==> config.mk <==
export PLATFORM = sky130hd
export DESIGN_NAME = rx_serial_sonar_7e1
export DESIGN_NICKNAME = d
export VERILOG_FILES = /design/src/rtl/rx_serial_sonar_7e1.sv
export SDC_FILE = /design/constraint.sdc
export NUM_CORES = 1
export LEC_CHECK = 0
export CORE_MARGIN = 1
export CORE_UTILIZATION = 47
export DETAILED_ROUTE_END_ITERATION = 12
export GPL_ROUTABILITY_DRIVEN = 0
export PLACE_DENSITY = 0.67
export REMOVE_ABC_BUFFERS = 1
export SYNTH_ARGS = -nofsm -noshare
export SYNTH_HDL_FRONTEND = slang
export SYNTH_SLANG_ARGS = --single-unit
export TNS_END_PERCENT = 5
==> constraint.sdc <==
create_clock -name clock -period 4.1 [get_ports clock]
set_input_delay 0.82 -clock clock [delete_from_list [all_inputs] [get_ports clock]]
set_output_delay 0.82 -clock clock [all_outputs]
set_load 0.03 [all_outputs]
==> src/rtl/rx_serial_sonar_7e1.sv <==
// 7E1 serial receiver plus "AAA,DDD#" frame parser for the sonar telemetry link.
// Angle and distance come out as 3-digit BCD, with one-cycle status pulses.
module rx_serial_sonar_7e1 #(
    parameter int CLKS_PER_BIT = 434
) (
    input  logic        clock,
    input  logic        reset,
    input  logic        entrada_serial,
    output logic [11:0] angulo,
    output logic [11:0] medida,
    output logic        pronto,
    output logic        erro_paridade,
    output logic        erro_formato,
    output logic [3:0]  db_estado
);

    localparam int TW = $clog2(CLKS_PER_BIT);
    // Start-bit sample lands 2 synchronizer cycles + CLKS_PER_BIT/2 after the pin falls;
    // detection and the first INICIO cycle account for two of those cycles.
    localparam logic [TW-1:0] T_HALF = TW'(CLKS_PER_BIT / 2 - 2);
    localparam logic [TW-1:0] T_FULL = TW'(CLKS_PER_BIT - 1);

    typedef enum logic [3:0] {
        OCIOSO   = 4'd0,
        INICIO   = 4'd1,
        DADOS    = 4'd2,
        PARIDADE = 4'd3,
        PARADA   = 4'd4
    } rx_state_t;

    typedef enum logic {
        RECEBE   = 1'b0,
        DESCARTA = 1'b1
    } parse_state_t;

    logic            sync1_q, sync2_q;
    rx_state_t       rx_state_q;
    logic [TW-1:0]   timer_q;
    logic [2:0]      nbit_q;
    logic [6:0]      data_q;
    logic            par_q;
    logic            stop_q;
    logic            samp_q;
    logic            strobe_q;
    logic [6:0]      char_q;
    logic            bad_q;
    parse_state_t    parse_state_q;
    logic [2:0]      idx_q;
    logic [11:0]     ang_sh_q, med_sh_q;
    logic [11:0]     angulo_q, medida_q;
    logic            pronto_q, erro_par_q, erro_fmt_q;

    logic            is_digit, is_hash, is_comma, legal;

    always_ff @(posedge clock) begin
        if (reset) begin
            sync1_q <= 1'b1;
            sync2_q <= 1'b1;
        end else begin
            sync1_q <= entrada_serial;
            sync2_q <= sync1_q;
        end
    end

    always_ff @(posedge clock) begin
        if (reset) begin
            rx_state_q <= OCIOSO;
            timer_q    <= '0;
            nbit_q     <= '0;
            data_q     <= '0;
            par_q      <= 1'b0;
            stop_q     <= 1'b0;
            samp_q     <= 1'b0;
        end else begin
            samp_q <= 1'b0;
            case (rx_state_q)
                OCIOSO: begin
                    if (!sync2_q) begin
                        timer_q    <= '0;
                        rx_state_q <= INICIO;
                    end
                end
                INICIO: begin
                    if (timer_q == T_HALF) begin
                        timer_q    <= '0;
                        nbit_q     <= '0;
                        rx_state_q <= sync2_q ? OCIOSO : DADOS;
                    end else begin
                        timer_q <= timer_q + TW'(1);
                    end
                end
                DADOS: begin
                    if (timer_q == T_FULL) begin
                        timer_q <= '0;
                        data_q  <= {sync2_q, data_q[6:1]};
                        if (nbit_q == 3'd6) rx_state_q <= PARIDADE;
                        else                nbit_q     <= nbit_q + 3'd1;
                    end else begin
                        timer_q <= timer_q + TW'(1);
                    end
                end
                PARIDADE: begin
                    if (timer_q == T_FULL) begin
                        timer_q    <= '0;
                        par_q      <= sync2_q;
                        rx_state_q <= PARADA;
                    end else begin
                        timer_q <= timer_q + TW'(1);
                    end
                end
                PARADA: begin
                    if (timer_q == T_FULL) begin
                        timer_q    <= '0;
                        stop_q     <= sync2_q;
                        samp_q     <= 1'b1;
                        rx_state_q <= OCIOSO;
                    end else begin
                        timer_q <= timer_q + TW'(1);
                    end
                end
                default: rx_state_q <= OCIOSO;
            endcase
        end
    end

    // Character strobe: one cycle after the stop-bit sample, with the checks folded in.
    always_ff @(posedge clock) begin
        if (reset) begin
            strobe_q <= 1'b0;
            char_q   <= '0;
            bad_q    <= 1'b0;
        end else begin
            strobe_q <= samp_q;
            if (samp_q) begin
                char_q <= data_q;
                bad_q  <= (^data_q ^ par_q) | ~stop_q;
            end
        end
    end

    always_comb begin
        is_digit = (char_q[6:4] == 3'b011) && (char_q[3:0] <= 4'd9);
        is_hash  = (char_q == 7'h23);
        is_comma = (char_q == 7'h2C);
        case (idx_q)
            3'd3:    legal = is_comma;
            3'd7:    legal = is_hash;
            default: legal = is_digit;
        endcase
    end

    always_ff @(posedge clock) begin
        if (reset) begin
            parse_state_q <= RECEBE;
            idx_q         <= '0;
            ang_sh_q      <= '0;
            med_sh_q      <= '0;
            angulo_q      <= '0;
            medida_q      <= '0;
            pronto_q      <= 1'b0;
            erro_par_q    <= 1'b0;
            erro_fmt_q    <= 1'b0;
        end else begin
            pronto_q   <= 1'b0;
            erro_par_q <= 1'b0;
            erro_fmt_q <= 1'b0;
            if (strobe_q) begin
                if (parse_state_q == DESCARTA) begin
                    if (is_hash) begin
                        idx_q         <= '0;
                        parse_state_q <= RECEBE;
                    end
                end else if (bad_q || !legal) begin
                    erro_par_q <= bad_q;
                    erro_fmt_q <= !bad_q;
                    // A '#' closes the broken frame itself, so resync immediately.
                    if (is_hash) idx_q         <= '0;
                    else         parse_state_q <= DESCARTA;
                end else if (idx_q == 3'd7) begin
                    angulo_q <= ang_sh_q;
                    medida_q <= med_sh_q;
                    pronto_q <= 1'b1;
                    idx_q    <= '0;
                end else begin
                    case (idx_q)
                        3'd0: ang_sh_q[11:8] <= char_q[3:0];
                        3'd1: ang_sh_q[7:4]  <= char_q[3:0];
                        3'd2: ang_sh_q[3:0]  <= char_q[3:0];
                        3'd4: med_sh_q[11:8] <= char_q[3:0];
                        3'd5: med_sh_q[7:4]  <= char_q[3:0];
                        3'd6: med_sh_q[3:0]  <= char_q[3:0];
                        default: ;
                    endcase
                    idx_q <= idx_q + 3'd1;
                end
            end
        end
    end

    assign angulo        = angulo_q;
    assign medida        = medida_q;
    assign pronto        = pronto_q;
    assign erro_paridade = erro_par_q;
    assign erro_formato  = erro_fmt_q;
    assign db_estado     = rx_state_q;

endmodule

==> results.yml, run 1 <==
synth:
  synth_top_area_cell: "dfxtp_1"
  synth_most_common_cell: "dfxtp_1"
  synth-main-ff-cell: "dfxtp_1"
  synthTopCellsByCount: "dfxtp_1 (91), nand2_1 (44), mux2i_1 (42)"
  syn-cell-area_mm2: 0.004125
  ys_seq_area_share_pct: 44.16
  synth.distinct_cells: 65
  synth_top_area_share_pct: 44.16
  async_flop_share_pct: 0
  synth_edf_count: 0
  avgSynthCellArea_um2: 9.270
  yosysWarnings: 0
  ys_ff_latch: 91
  syn_inst: 445
  synthTopCellsByArea: "dfxtp_1 (44%), mux2i_1 (10%), nand2_1 (4.0%), nand3_1 (4.0%), a21oi_1 (3.5%)"
run:
  cap_violations: 0
sta:
  post-route-period-util_pct: 61.87
  max_slew_margin_pct: 21.39
  period_minus_slack_ps: 2537
  setup_viol: 0
  slew_violations: 0
  worstMarginPinSlew_ps: 1179
  grt_setup_unrepaired: "no"
  max_freq_mhz: 394.2
  fin_skew_ps: 11.77
  final.setup.tns_ps: 0
  hold_violations: 0
worst_setup_path:
  arrival_ps: 2830
  reg2reg_from: "idx_q[0]"
  cp_common_cell: "ha_1"
  critPathBufInv: 1
  critPathRequiredTime_ps: 4390
  crit_chain: "ha_1, ha_1, a22oi_1, buf_4, o21ai_0, a21oi_1"
  crit_fanout: 17
  rrSetupSlack_ps: 1560
  crit_slowest_cell: "a22oi_1"
  worstReg2RegEnd: "parse_state_q"
  worst_path_dominant_cell_family: "compound AO/OA/AOI/OAI gates"
  slowest_delay_ps: 940
  crit_path_end_kind: "register"
  reg2regPathDepth: 6
  startpoint_type: "register"
  path_class: "register to register"
layout:
  diodes: 0
  synthToLayoutAreaGrowth_pct: 14.62
  final_util_pct: 56.69
  n_fill_cell: 785
  final_net_count: 474
  drive_above_1_share_pct: 8.155
clock_tree:
  cts-root-buf: "clkbuf_8"
  clk_pin_slew_ps: 80
  h-tree-depth: 3
  cts_buffers: 9
  cts_resized: 0
  cts_sinks: 91
  postCtsSetupBuffers: 0
  tritoncts: "done"
  worst_skew_pair.late_latency_ps: 360
  postCtsHoldBufs: 0
  clockBufferDepth: 2
floorplanning:
  io_pins: 34
  die_y_um: 95.69
  start_util_pct: 49.46
  dieArea_mm2: 0.009156
  die_x_um: 95.69
  core_mm2: 0.008341
  rows: 33
status:
  status: "finished, final reports clean"
global_route:
  met1_usage_pct: 30.56
  antenna_found_initial: 0
  grt_max_degree: 62
  grt_busiest_layer: "met1"
  grt_pass1_vias: 2976
  globalRoute.totalOverflow: 0
  grtUsageMet3_pct: 3.748
  met2_usage_pct: 30.06
  grt_pass1_wl_um: 14650
  grtUsageTotal_pct: 20.88
pwr:
  vdd_drop_max_v: 0.0001741
  p_leak_nw: 1.649
  power_density_mw_per_mm2: 363.2
  power_mw: 1.717
drt:
  viasPerCell: 5.778
  routed_wl_um: 8838
  drc_errors: 0
  vias: 3299
  drt_first_pass_iters: 4
  dr.first_iter.drc_count: 233
  ant_nets: 0
  routedWlPerCell_um: 15.48
min_path:
  hold_depth: 1
  hold_path_class: "register to register"
  min_to: "sync2_q"
  hp-start: "sync1_q"
placed_design:
  numPortBuffers: 32
  hpwl_um: 5971
==> report_power, final <==
group          internal (mW)  switching, mW  total, mW
sequential             0.885        0.00325      0.888
clock                  0.469          0.320      0.789
combinational         0.0112         0.0289     0.0401
total                   1.37          0.352       1.72
==> routing by layer <==
metal  part of all wire, %  up-vias
met5                     0        -
met4                   1.6        0
met3                   3.6       12
met2                    42       68
met1                    52     1576
li1                      -     1643
==> cell type report <==
type	instances	area [µm²]	share of cell area [%]
Timing Repair Buffer	35	337.8	7.145
Multi-Input combinational cell	313	2132	45.09
Clock inverter	6	136.4	2.884
Inverter	11	41.29	0.8732
Sequential cell	91	1822	38.53
Tap cell	105	131.4	2.779
Clock buffer	10	127.6	2.699
==> flip-flops by register name (all words and copies together) (netlist names) <==
register       cells
ang_sh_q          12
angulo            12
bad_q              1
char_q             7
data_q             7
db_estado          3
erro_formato       1
erro_paridade      1
idx_q              3
med_sh_q          12
medida            12
nbit_q             3
par_q              1
parse_state_q      1
pronto             1
samp_q             1
stop_q             1
strobe_q           1
sync1_q            1
sync2_q            1
timer_q            9
==> how the worst max path moves through the flow <==
stage / start / to / cells past startpoint / slack, ps
after global routing: idx_q[0] / parse_state_q / 6 / 1350
after CTS: db_estado[1] / db_estado[1] / 1 / 1580
after detailed placement: idx_q[0] / angulo[5] / 6 / 1610
after floorplan: idx_q[0] / ang_sh_q[0] / 5 / 1650
final: idx_q[0] / parse_state_q / 6 / 1560
after global placement: idx_q[2] / parse_state_q / 6 / 1730
==> cells in the final DEF (no fill, tap or decap), types with 4 or more instances in the layout <==
master            n
a21oi_1          29
and3_1            4
bufinv_16         4
clkbuf_8          9
clkdlybuf4s50_1  31
dfxtp_1          91
ha_1             10
inv_1            10
mux2i_1          42
nand2_1          44
nand3_1          33
nor2_1           24
nor3_1            5
nor4_1            8
nor4b_1           4
o21ai_0          29
o32a_2            5
or3b_1            4
xnor2_1          10
==> through the flow <==
step           instance area (µm²)  hold WS [ps]  worst slack [ps]  cells
2_1_floorplan                 3995         389.5              1654    415
3_5_place_dp                  4464         404.3              1615    555
6_report                      4728         418.3              1563    571
5_1_grt                       4728         439.4              1345    571
4_1_cts                       4728         424.7              1576    571
3_3_place_gp                  4464         392.2              1730    555
==> cells by family after synthesis <==
kind of cell,Yosys count,share of synthesized area (%)
buffers and inverters,41,4.155
XOR/XNOR,10,2.123
other,1,0.09090
AND/OR/NAND/NOR,156,21.14
flip-flops,91,44.16
AO/OA/AOI/OAI,94,15.10
adder cells (fa/ha/maj),10,3.033
multiplexers,42,10.19
==> worst reg2reg max path: stages (launching register included) <==
cell     delay, ps
dfxtp_1        350
ha_1           230
ha_1           310
a22oi_1        940
buf_4          360
o21ai_0        130
a21oi_1        150
Note: power is estimated with default switching activity, not from simulation.
==> run 2, diff against run 1 <==
Clock period 4.1 ns to 2.65 ns, I/O delays scaled along.
==> results.yml, run 2 (synthesized netlist as in run 1, its figures left out) <==
status:
  status: "finished, final reports clean"
drt:
  drc_errors: 0
  ant_nets: 0
  routed_wl_um: 8858
  dr.first_iter.drc_count: 201
  vias: 3319
  drt_first_pass_iters: 4
  routedWlPerCell_um: 15.35
  viasPerCell: 5.752
global_route:
  grt_pass1_vias: 3007
  grtUsageTotal_pct: 20.90
  grt_max_degree: 62
  met1_usage_pct: 27.91
  grt_pass1_wl_um: 14610
  globalRoute.totalOverflow: 0
  grtUsageMet3_pct: 4.466
  grt_busiest_layer: "met2"
  antenna_found_initial: 0
  met2_usage_pct: 32.50
layout:
  diodes: 0
  multiInputGateArea_mm2: 0.002132
  final_net_count: 480
  n_fill_cell: 770
  drive_above_1_share_pct: 9.110
  seq_area_mm2: 0.001822
  synthToLayoutAreaGrowth_pct: 14.62
  final_common_cell: "dfxtp_1"
  layout_common_cells: "dfxtp_1 (91), nand2_1 (44), mux2i_1 (42), nand3_1 (33), clkdlybuf4s50_1 (31)"
sta:
  max_slew_margin_pct: 58.71
  post-route-period-util_pct: 85.02
  worstMarginPinSlew_ps: 619.4
  hold_violations: 0
  period_minus_slack_ps: 2253
  setup_ws_ps: 396.9
  max_freq_mhz: 443.8
  grt_setup_unrepaired: "no"
  setup_viol: 0
  fin_skew_ps: 10.75
  slew_violations: 0
  final.setup.tns_ps: 0
clock_tree:
  clockBufferDepth: 2
  cts_sinks: 91
  cts_buffers: 9
  cts-root-buf: "clkbuf_8"
  tritoncts: "done"
  postCtsHoldBufs: 0
  worst_skew_pair.late_latency_ps: 350
  clk_pin_slew_ps: 90
  h-tree-depth: 3
  cts_resized: 0
  postCtsSetupBuffers: 0
floorplanning:
  die_x_um: 95.69
  rows: 33
  die_y_um: 95.69
  dieArea_mm2: 0.009156
  start_util_pct: 49.46
  core_mm2: 0.008341
  io_pins: 34
min_path:
  hold_depth: 1
  hold_path_class: "register to register"
run:
  cap_violations: 0
pwr:
  p_seq_share_pct: 55.8
  p_leak_nw: 1.663
  sw_frac_of_total_pct: 21.08
  p_switching_mw: 0.5197
  combPwrFrac_pct: 2.6
  p_clk_share_pct: 41.7
  vdd_drop_max_v: 0.0002722
  p_int_mw: 1.946
  power_mw: 2.466
  power_density_mw_per_mm2: 521.5
worst_setup_path:
  crit_path_end_kind: "register"
  startpoint_type: "register"
  critPathRequiredTime_ps: 2870
  crit_fanout: 11
  reg2regPathDepth: 6
  arrival_ps: 2480
  path_class: "register to register"
placed_design:
  hpwl_um: 5886
  dp_slack_ps: 451.2
  numPortBuffers: 32
## run 2: power groups by stage
stage	sequential, mW	combinational, mW	clock [mW]
finish	1.37	0.0629	1.03
global route	1.38	0.0691	1.12
CTS	1.37	0.0623	1.06
detailed placement	1.41	0.0622	0
global placement	1.41	0.0614	0
floorplan	1.41	0.0319	0
## run 2: worst paths after layout
| check | from | end | slack, ps |
|---|---|---|---|
| hold / removal | sync1_q | sync2_q | 430 |
| setup / recovery | idx_q[0] | idx_q[2] | 400 |
| setup reg to reg | idx_q[0] | idx_q[2] | 400 |
| hold reg to reg | sync1_q | sync2_q | 430 |
## run 2: cell type report
| class | count | share of cell area (%) |
|---|---|---|
| timing repair buffer | 41 | 8.097 |
| sequential | 91 | 38.53 |
| multi-input combinational | 313 | 45.09 |
| inverter | 11 | 0.8732 |
| tap | 105 | 2.779 |
| clock buffer | 12 | 3.070 |
| clock inverter | 4 | 1.561 |
## run 2: stage by stage
step | utilization [%] | hold slack [ps] | cell area [µm²] | std cells
after floorplan | - | 389.5 | 3995 | 415
after global placement | 54.07 | 396.1 | 4509 | 561
after detailed placement | 54.07 | 399.9 | 4509 | 561
after CTS | 56.69 | 436.7 | 4728 | 577
after global routing | 56.69 | 466.7 | 4728 | 577
final | 56.69 | 431.4 | 4728 | 577
## run 2: layer usage
metal,up-vias,share of wire (%),wire [µm]
met2,80,45,4001
met3,12,5.0,446
met1,1578,48,4281
met5,-,0,0
li1,1649,-,-
met4,0,1.4,128
## run 2: critical path, cell delays in order (launching register included)
cell,delay (ps)
dfxtp_1,340
ha_1,220
ha_1,320
nor4b_1,320
nand3_1,350
o221ai_1,420
o32ai_1,150
